<file path="src/rtl/seven_seg_pkg.sv">
// Shared segment encoding for the seven-segment scan driver.
// Patterns are active-low {g,f,e,d,c,b,a}: a 0 bit lights that segment.
package seven_seg_pkg;

  localparam logic [6:0] SEG_OFF = 7'b1111111;

  // Entries run from F (index 15) down to 0 (index 0).
  localparam logic [15:0][6:0] SEG_TABLE = {
    7'b0001110, 7'b0000110, 7'b0100001, 7'b1000110,
    7'b0000011, 7'b0001000, 7'b0010000, 7'b0000000,
    7'b1111000, 7'b0000010, 7'b0010010, 7'b0011001,
    7'b0110000, 7'b0100100, 7'b1111001, 7'b1000000
  };

  function automatic logic [6:0] hex_to_seg(input logic [3:0] nib);
    return SEG_TABLE[nib];
  endfunction

endpackage

</file>
<file path="src/rtl/seven_seg_decode.sv">
// Hex nibble to active-low segment pattern, forced dark when blanked.
// Purely combinational, zero latency, no flow control.
module seven_seg_decode
  import seven_seg_pkg::*;
(
  input  logic [3:0] nibble_i,
  input  logic       blank_i,
  output logic [6:0] seg_o
);

  assign seg_o = blank_i ? SEG_OFF : hex_to_seg(nibble_i);

endmodule

</file>
<file path="src/rtl/seven_seg_scan.sv">
// N-digit multiplexed seven-segment driver with tear-free double buffering.
// Outputs registered one cycle after (idx, display regs, enable); no backpressure.
module seven_seg_scan
  import seven_seg_pkg::*;
#(
  parameter int N_DIGITS       = 4,
  parameter int CLK_DIV        = 50000,
  parameter int SEG_ACTIVE_LOW = 1,
  parameter int AN_ACTIVE_LOW  = 1
) (
  input  logic                  clk,
  input  logic                  rst_n,
  input  logic                  enable,
  input  logic                  load,
  input  logic [4*N_DIGITS-1:0] value,
  input  logic [N_DIGITS-1:0]   dp_in,
  input  logic                  blank_lz,
  output logic [6:0]            seg,
  output logic                  dp,
  output logic [N_DIGITS-1:0]   an,
  output logic                  frame_done
);

  localparam int DIV_W = $clog2(CLK_DIV);
  localparam int IDX_W = (N_DIGITS > 1) ? $clog2(N_DIGITS) : 1;
  localparam logic [DIV_W-1:0] DIV_MAX = DIV_W'(CLK_DIV - 1);
  localparam logic [IDX_W-1:0] IDX_MAX = IDX_W'(N_DIGITS - 1);

  localparam logic [6:0]          SEG_DARK = (SEG_ACTIVE_LOW != 0) ? SEG_OFF : ~SEG_OFF;
  localparam logic                DP_DARK  = (SEG_ACTIVE_LOW != 0);
  localparam logic [N_DIGITS-1:0] AN_DARK  = (AN_ACTIVE_LOW != 0) ? '1 : '0;

  logic [DIV_W-1:0]      div_cnt_q, div_cnt_d;
  logic [IDX_W-1:0]      idx_q, idx_d;
  logic [4*N_DIGITS-1:0] pend_val_q, disp_val_q;
  logic [N_DIGITS-1:0]   pend_dp_q, disp_dp_q;
  logic                  pend_blz_q, disp_blz_q;
  logic [6:0]            seg_q;
  logic                  dp_q;
  logic [N_DIGITS-1:0]   an_q;
  logic                  frame_done_q;

  logic tick, wrap;
  assign tick      = (div_cnt_q == DIV_MAX) && enable;
  assign wrap      = tick && (idx_q == IDX_MAX);
  assign div_cnt_d = (div_cnt_q == DIV_MAX) ? '0 : div_cnt_q + DIV_W'(1);
  assign idx_d     = (idx_q == IDX_MAX) ? '0 : idx_q + IDX_W'(1);

  // hi_zero[i] is set when nibble i and every nibble above it are zero.
  logic [N_DIGITS-1:0] hi_zero;
  logic                run_zero;
  always_comb begin
    hi_zero  = '0;
    run_zero = 1'b1;
    for (int i = N_DIGITS - 1; i >= 0; i--) begin
      run_zero   = run_zero && (disp_val_q[4*i +: 4] == 4'd0);
      hi_zero[i] = run_zero;
    end
  end

  logic [3:0]          nib_sel;
  logic                blank_sel, dp_sel;
  logic [6:0]          seg_dec, seg_pol;
  logic                dp_pol;
  logic [N_DIGITS-1:0] an_onehot, an_pol;

  assign nib_sel   = disp_val_q[{idx_q, 2'b00} +: 4];
  assign blank_sel = disp_blz_q && (idx_q != '0) && hi_zero[idx_q];
  assign dp_sel    = disp_dp_q[idx_q];

  seven_seg_decode u_decode (
    .nibble_i (nib_sel),
    .blank_i  (blank_sel),
    .seg_o    (seg_dec)
  );

  assign seg_pol   = (SEG_ACTIVE_LOW != 0) ? seg_dec : ~seg_dec;
  assign dp_pol    = (SEG_ACTIVE_LOW != 0) ? ~dp_sel : dp_sel;
  assign an_onehot = N_DIGITS'(1) << idx_q;
  assign an_pol    = (AN_ACTIVE_LOW != 0) ? ~an_onehot : an_onehot;

  always_ff @(posedge clk) begin
    if (!rst_n) begin
      div_cnt_q    <= '0;
      idx_q        <= '0;
      pend_val_q   <= '0;
      pend_dp_q    <= '0;
      pend_blz_q   <= 1'b0;
      disp_val_q   <= '0;
      disp_dp_q    <= '0;
      disp_blz_q   <= 1'b0;
      seg_q        <= SEG_DARK;
      dp_q         <= DP_DARK;
      an_q         <= AN_DARK;
      frame_done_q <= 1'b0;
    end else begin
      if (enable) div_cnt_q <= div_cnt_d;
      if (tick)   idx_q     <= idx_d;
      frame_done_q <= wrap;
      if (load) begin
        pend_val_q <= value;
        pend_dp_q  <= dp_in;
        pend_blz_q <= blank_lz;
      end
      // A load landing on the wrap tick goes straight to the new frame.
      if (wrap) begin
        disp_val_q <= load ? value    : pend_val_q;
        disp_dp_q  <= load ? dp_in    : pend_dp_q;
        disp_blz_q <= load ? blank_lz : pend_blz_q;
      end
      seg_q <= enable ? seg_pol : SEG_DARK;
      dp_q  <= enable ? dp_pol  : DP_DARK;
      an_q  <= enable ? an_pol  : AN_DARK;
    end
  end

  assign seg        = seg_q;
  assign dp         = dp_q;
  assign an         = an_q;
  assign frame_done = frame_done_q;

endmodule

</file>
<file path="config.mk">
export PLATFORM = sky130hd
export DESIGN_NAME = seven_seg_scan
export DESIGN_NICKNAME = d
export VERILOG_FILES = /design/src/rtl/seven_seg_pkg.sv /design/src/rtl/seven_seg_decode.sv /design/src/rtl/seven_seg_scan.sv
export SDC_FILE = /design/constraint.sdc
export NUM_CORES = 1
export LEC_CHECK = 0
export BUFFER_PORTS_ARGS = -buffer_cell sky130_fd_sc_hd__buf_2
export CAP_MARGIN = 20
export CELL_PAD_IN_SITES_DETAIL_PLACEMENT = 1
export CELL_PAD_IN_SITES_GLOBAL_PLACEMENT = 1
export CORE_AREA = 10 10 74 123
export DETAILED_ROUTE_END_ITERATION = 16
export DIE_AREA = 0 0 84 133
export PLACE_DENSITY = 0.8
export SLEW_MARGIN = 20
export SYNTH_ARGS = -nofsm -noshare
export SYNTH_HDL_FRONTEND = slang
export SYNTH_HIERARCHICAL = 1
export SYNTH_SLANG_ARGS = --single-unit
</file>
<file path="constraint.sdc">
create_clock -name clk -period 4.44 [get_ports clk]
set_clock_uncertainty 0.2 [all_clocks]
set_input_delay 0.888 -clock clk [delete_from_list [all_inputs] [get_ports clk]]
set_output_delay 0.888 -clock clk [all_outputs]
set_load 0.01 [all_outputs]
</file>
# Yosys cells after proc, flatten, opt, wreduce, memory -nomap -nowiden
# Memories as Yosys holds them, arrays and structs flattened. A register that Yosys moved wholly into a read port is not among the register bits.
# Cells that the tools add are included.
# W data, S select, Z words.
# word_totals
latch_bits,0
elab_cells,46
rom_bits,112
ram_bits,0
ff_bits,66
n_memories,1
# op_classes
eq_ne,2
bitwise,4
mul,0
magnitude_cmp,1
n_reduce_logical,14
addsub,2
div,0
n_mux,9
shifts,2
# memory_table
name,words,word_bits,read_ports,rd_ports_with_merged_regs,wr,line,text
(no name shown),16,7,1,1,0,seven_seg_pkg.sv:16,return SEG_TABLE[nib];
# op_table
op,n
$mux W16,2
$add A16 B1 Y16 const B,1
$eq A16 B16 Y1 const B,1
$logic_not A4 Y1,4
$shiftx A16 B5 Y4,1
$logic_and A1 B1 Y1,7
$bmux W1 S2,2
$mux W4,1
$not A4 Y4,1
$shl A1 B2 Y4 const A,1
$lt A2 B3 Y1 const B,1
$mux W1,3
$not A1 Y1,3
$reduce_or A3 Y1,1
$add A2 B1 Y2 const B,1
$eq A2 B2 Y1 const B,1
$mux W2,1
$reduce_and A2 Y1,1
$reduce_bool A2 Y1,1

# Depth between registers and ports, before layout
# logic_depth
depth_word,8
depth_mapped,9
mapped_depth_nobuf,8

# Cells and area by module
# Netlist, hierarchy kept.
# by_module_without_submodules
mod,n_inst,cells_per_inst,area_per_inst_um2
seven_seg_scan,1,274,3055.4
seven_seg_decode,1,35,299.0

# Worst setup path after synthesis
# OpenSTA, ideal clock, no wires.
# synth_timing
path_type,register to register
from,register idx_q[0]
to,register seg_q[1] (netlist: seg[1])
t_required_ps,4114
slack_ps,1741
n_path_buf,1
arrival_ps,2372
path_stages_with_launch,8
cell_sequence,dfxtp_1 clkbuf_1 mux4_2 inv_1 ha_1 or2_2 a311o_1 nand2b_1
# synth_via
word_cells_on_any_way,7
cone_classes,shift: 1; mux: 2; reduce/logical: 4
# synth_lines
element,line,text
start: declaration,seven_seg_scan.sv:34,"logic [IDX_W-1:0] idx_q, idx_d;"
start signal: assignment,seven_seg_scan.sv:98,if (tick) idx_q <= idx_d;
$shiftx A16 B5 Y4,seven_seg_scan.sv:67,"assign nib_sel = disp_val_q[{idx_q, 2'b00} +: 4];"
via nib_sel[0],seven_seg_scan.sv:61,logic [3:0] nib_sel;
end: declaration,seven_seg_scan.sv:38,logic [6:0] seg_q;
# The timed path passes the listed nets, and every way through them passes these cells. The select of a mux whose other input is x is not followed.
# A chain may end at the register's enable or synchronous reset.

# Final worst setup path
# Same ends and word-level chain as after synthesis.

==> impl_metrics.toml <==
[global_route]
grt_overflow = 0
grtUsageTotal_pct = 13.5
antenna_found_initial = 0
grt_pass1_wl_um = 12200
grt_max_degree = 26
grt_pass1_vias = 2545

[outcome]
outcome = "complete, no violations"

[pwr]
power_density_mw_per_mm2 = 405
switching_share_pct = 19.4
switchingPower_uw = 303
vdd_ir_drop_max_v = 0.000173
p_comb_share_pct = 3.7
power_frac_seq_pct = 43.3
leakage_uw = 0.00170
p_int_uw = 1260
clkPwrFrac_pct = 52.9

[clocking]
cts_max_level = 3
cts_root_buffer = "clkbuf_16"
clock_latency_ns = 0.34
cts_buffers = 9
clock_path_buffers = 2
ctsResizeCount = 0
cts_tree = "done"
post-cts-setup-buffers = 0
cts_hold_buffers = 0
numClockSinks = 73
clk_pin_slew_ns = 0.05

[logic_synthesis]
ys_async_sr_fraction_pct = 0
synth_top_flop_cell = "dfxtp_1"
ys_seq_area_share_pct = 43.6
synth_xor_xnor_area_share_pct = 3.39
synthCells = 309
muxShareOfSynthArea_pct = 21.0
synth_seq_cells = 73
synth_compound_area_share_pct = 3.32
netlist_area_mm2 = 0.00335
yosys.area_share.simple_pct = 19.3
syn_area_per_cell_um2 = 10.9
ys_types = 47
synth_top_family_by_area = "multiplexers"
synth_fa_ha_area_share_pct = 4.48
synth_edf_count = 0
yosys_warnings = 6
syn-num-nets = 346

[placed_design]
port_buffers = 37
gp_congestion = 0.739
dp_hpwl_um = 5190
place_area_mm2 = 0.00352
dp_cells = 414

[drt]
highest_layer = "met4"
met2_length_um = 4060
drtPass1Iterations = 4
vias_per_cell = 5.39
drt-initial-drc-count = 114
totalWireLength_um = 7300
wl_met3_um = 300
antenna_left = 0
vias = 2316
met1Wirelength_um = 2780
drc_errors = 0
wire_per_inst_um = 17.0

[cells_and_area]
fill_cells = 778
drive_above_1_share_pct = 25.0
antennaDiodeCount = 0
fin_util_pct = 54.6
finish.instance_area_mm2 = 0.00386
area_delta_synth_final_pct = 15.2
final_nets = 376
final_cells = 430

[worst_setup_path]
crit_fanout = 11
arrival_ns = 2.75
start_kind = "flip-flop"
crit_path_end_kind = "flip-flop"
timing_worst_setup_path_type = "reg2reg"
worstPathRequired_ns = 4.45

[floorplan]
rows = 41
die_area_mm2 = 0.0112
die_y_um = 133
start_util_pct = 47.4
io-pin-count = 38
core_mm2 = 0.00708
die_w_um = 84

[timing]
finalCritPeriodShare_pct = 61.7
hold_ws_ns = 0.290
fmax_mhz = 365
period_minus_slack_ns = 2.74
tightest_slew_ns = 0.835
slew_headroom_pct = 43.9
rsz0062_at_grt = "no"
finalHoldViolCount = 0
setup-violations-final = 0
maxSlewViolCount = 0
tns_ns = 0

[job]
cap_viol_max_count = 0

[worst_hold_path]
hold_class = "reg2reg"
[routing by layer]
| layer | up-vias | GRT usage [%] |
|---|---|---|
| met5 | - | 0 |
| met4 | 0 | 7.20 |
| met3 | 14 | 4.30 |
| met2 | 38 | 25.2 |
| met1 | 1144 | 12.3 |
| li1 | 1120 | - |
[power groups by stage]
stage | Sequential [µW] | Combinational, µW | Clock (µW)
floorplan | 692 | 35.4 | 0
global placement | 691 | 57.3 | 0
finish | 677 | 58.6 | 827
CTS | 677 | 60.7 | 840
global route | 678 | 67.3 | 872
detailed placement | 691 | 59.6 | 0
[cell families (layout without fill, tap and decap cells)]
logic type	after synthesis	count (layout)
simple gates	115	115
xor+xnor	13	13
compound gates	15	15
buf+inv	27	62
mux	54	54
flops	73	73
fa+ha+maj	12	12
[synth_stat cells (2+ instances only)]
library cell  count  share of area [%]
nand2_1           9                1.0
a221o_1           2               0.60
nand4_1           6                1.1
buf_2             2               0.30
nor2b_1           2               0.37
nand2b_1          9                1.7
and3_1            2               0.37
nor4_1            3               0.56
ha_1             12                4.5
xor2_1            9                2.4
dfxtp_1          73                 44
nor2_1           39                4.4
nand3_1           5               0.75
buf_12            2                1.2
nor3_1            2               0.30
clkbuf_1         11                1.2
mux2_2            2               0.67
a32oi_1           2               0.52
mux4_2            5                3.4
mux2i_1          26                7.8
and4_1            3               0.78
buf_6             4                1.3
inv_1             7               0.78
mux2_4           19                8.5
a21oi_1           5               0.75
xnor2_1           4                1.0
mux2_1            2               0.67
and2_1           23                4.3
[area by class of cell]
| cell class | instances | area (µm²) | share of cell area (%) |
|---|---|---|---|
| Inverter | 8 | 30.0 | 0.777 |
| Sequential cell | 73 | 1460 | 37.8 |
| Clock buffer | 11 | 243 | 6.28 |
| Tap cell | 86 | 108 | 2.78 |
| Timing Repair Buffer | 38 | 193 | 4.99 |
| Clock inverter | 5 | 103 | 2.66 |
| Multi-Input combinational cell | 209 | 1730 | 44.7 |
[registers in the layout, summed over array words and instances, names as in the netlist]
signal      count
pend_blz_q      1
an              4
disp_blz_q      1
frame_done      1
seg             7
dp              1
disp_dp_q       4
disp_val_q     16
idx_q           2
div_cnt_q      16
pend_dp_q       4
pend_val_q     16
[metrics by stage]
| stage | total power, µW | worst slack [ns] |
|---|---|---|
| after floorplan | 727 | 1.74 |
| after global placement | 748 | 1.71 |
| after detailed placement | 751 | 1.66 |
| after CTS | 1580 | 1.70 |
| after global routing | 1620 | 1.41 |
| final | 1560 | 1.70 |
[cell usage in the layout, fill, tap and decap left out, types with 4 or more instances in the layout]
cell type and n:
a21oi_1 5, and2_1 23, buf_2 37, clkbuf_16 9, dfxtp_1 73, ha_1 12
inv_1 7, mux2_4 19, mux2i_1 26, mux4_2 5, nand2_1 9, nand2b_1 9
nand3_1 5, nand4_1 6, nor2_1 39, xnor2_1 4, xor2_1 9
[final timing paths]
path | slack, ns | startpoint | to | depth (start not counted)
setup reg to reg | 1.70 | idx_q[0]$_SDFFE_PN0P_ | seg[1]$_SDFF_PN1_ | 6
hold reg to reg | 0.29 | div_cnt_q[15]$_SDFFE_PN0P_ | div_cnt_q[15]$_SDFFE_PN0P_ | 2
hold / removal | 0.29 | div_cnt_q[15]$_SDFFE_PN0P_ | div_cnt_q[15]$_SDFFE_PN0P_ | 2
setup / recovery | 1.70 | idx_q[0]$_SDFFE_PN0P_ | seg[1]$_SDFF_PN1_ | 6
[critical path, cell delays in order, from the launching register on]
cell,delay (ns)
dfxtp_1,0.59
mux4_2,0.65
inv_1,0.18
ha_1,0.25
or2_2,0.31
a311o_1,0.30
nand2b_1,0.13
No activity file was read; power rests on OpenSTA's default activity.
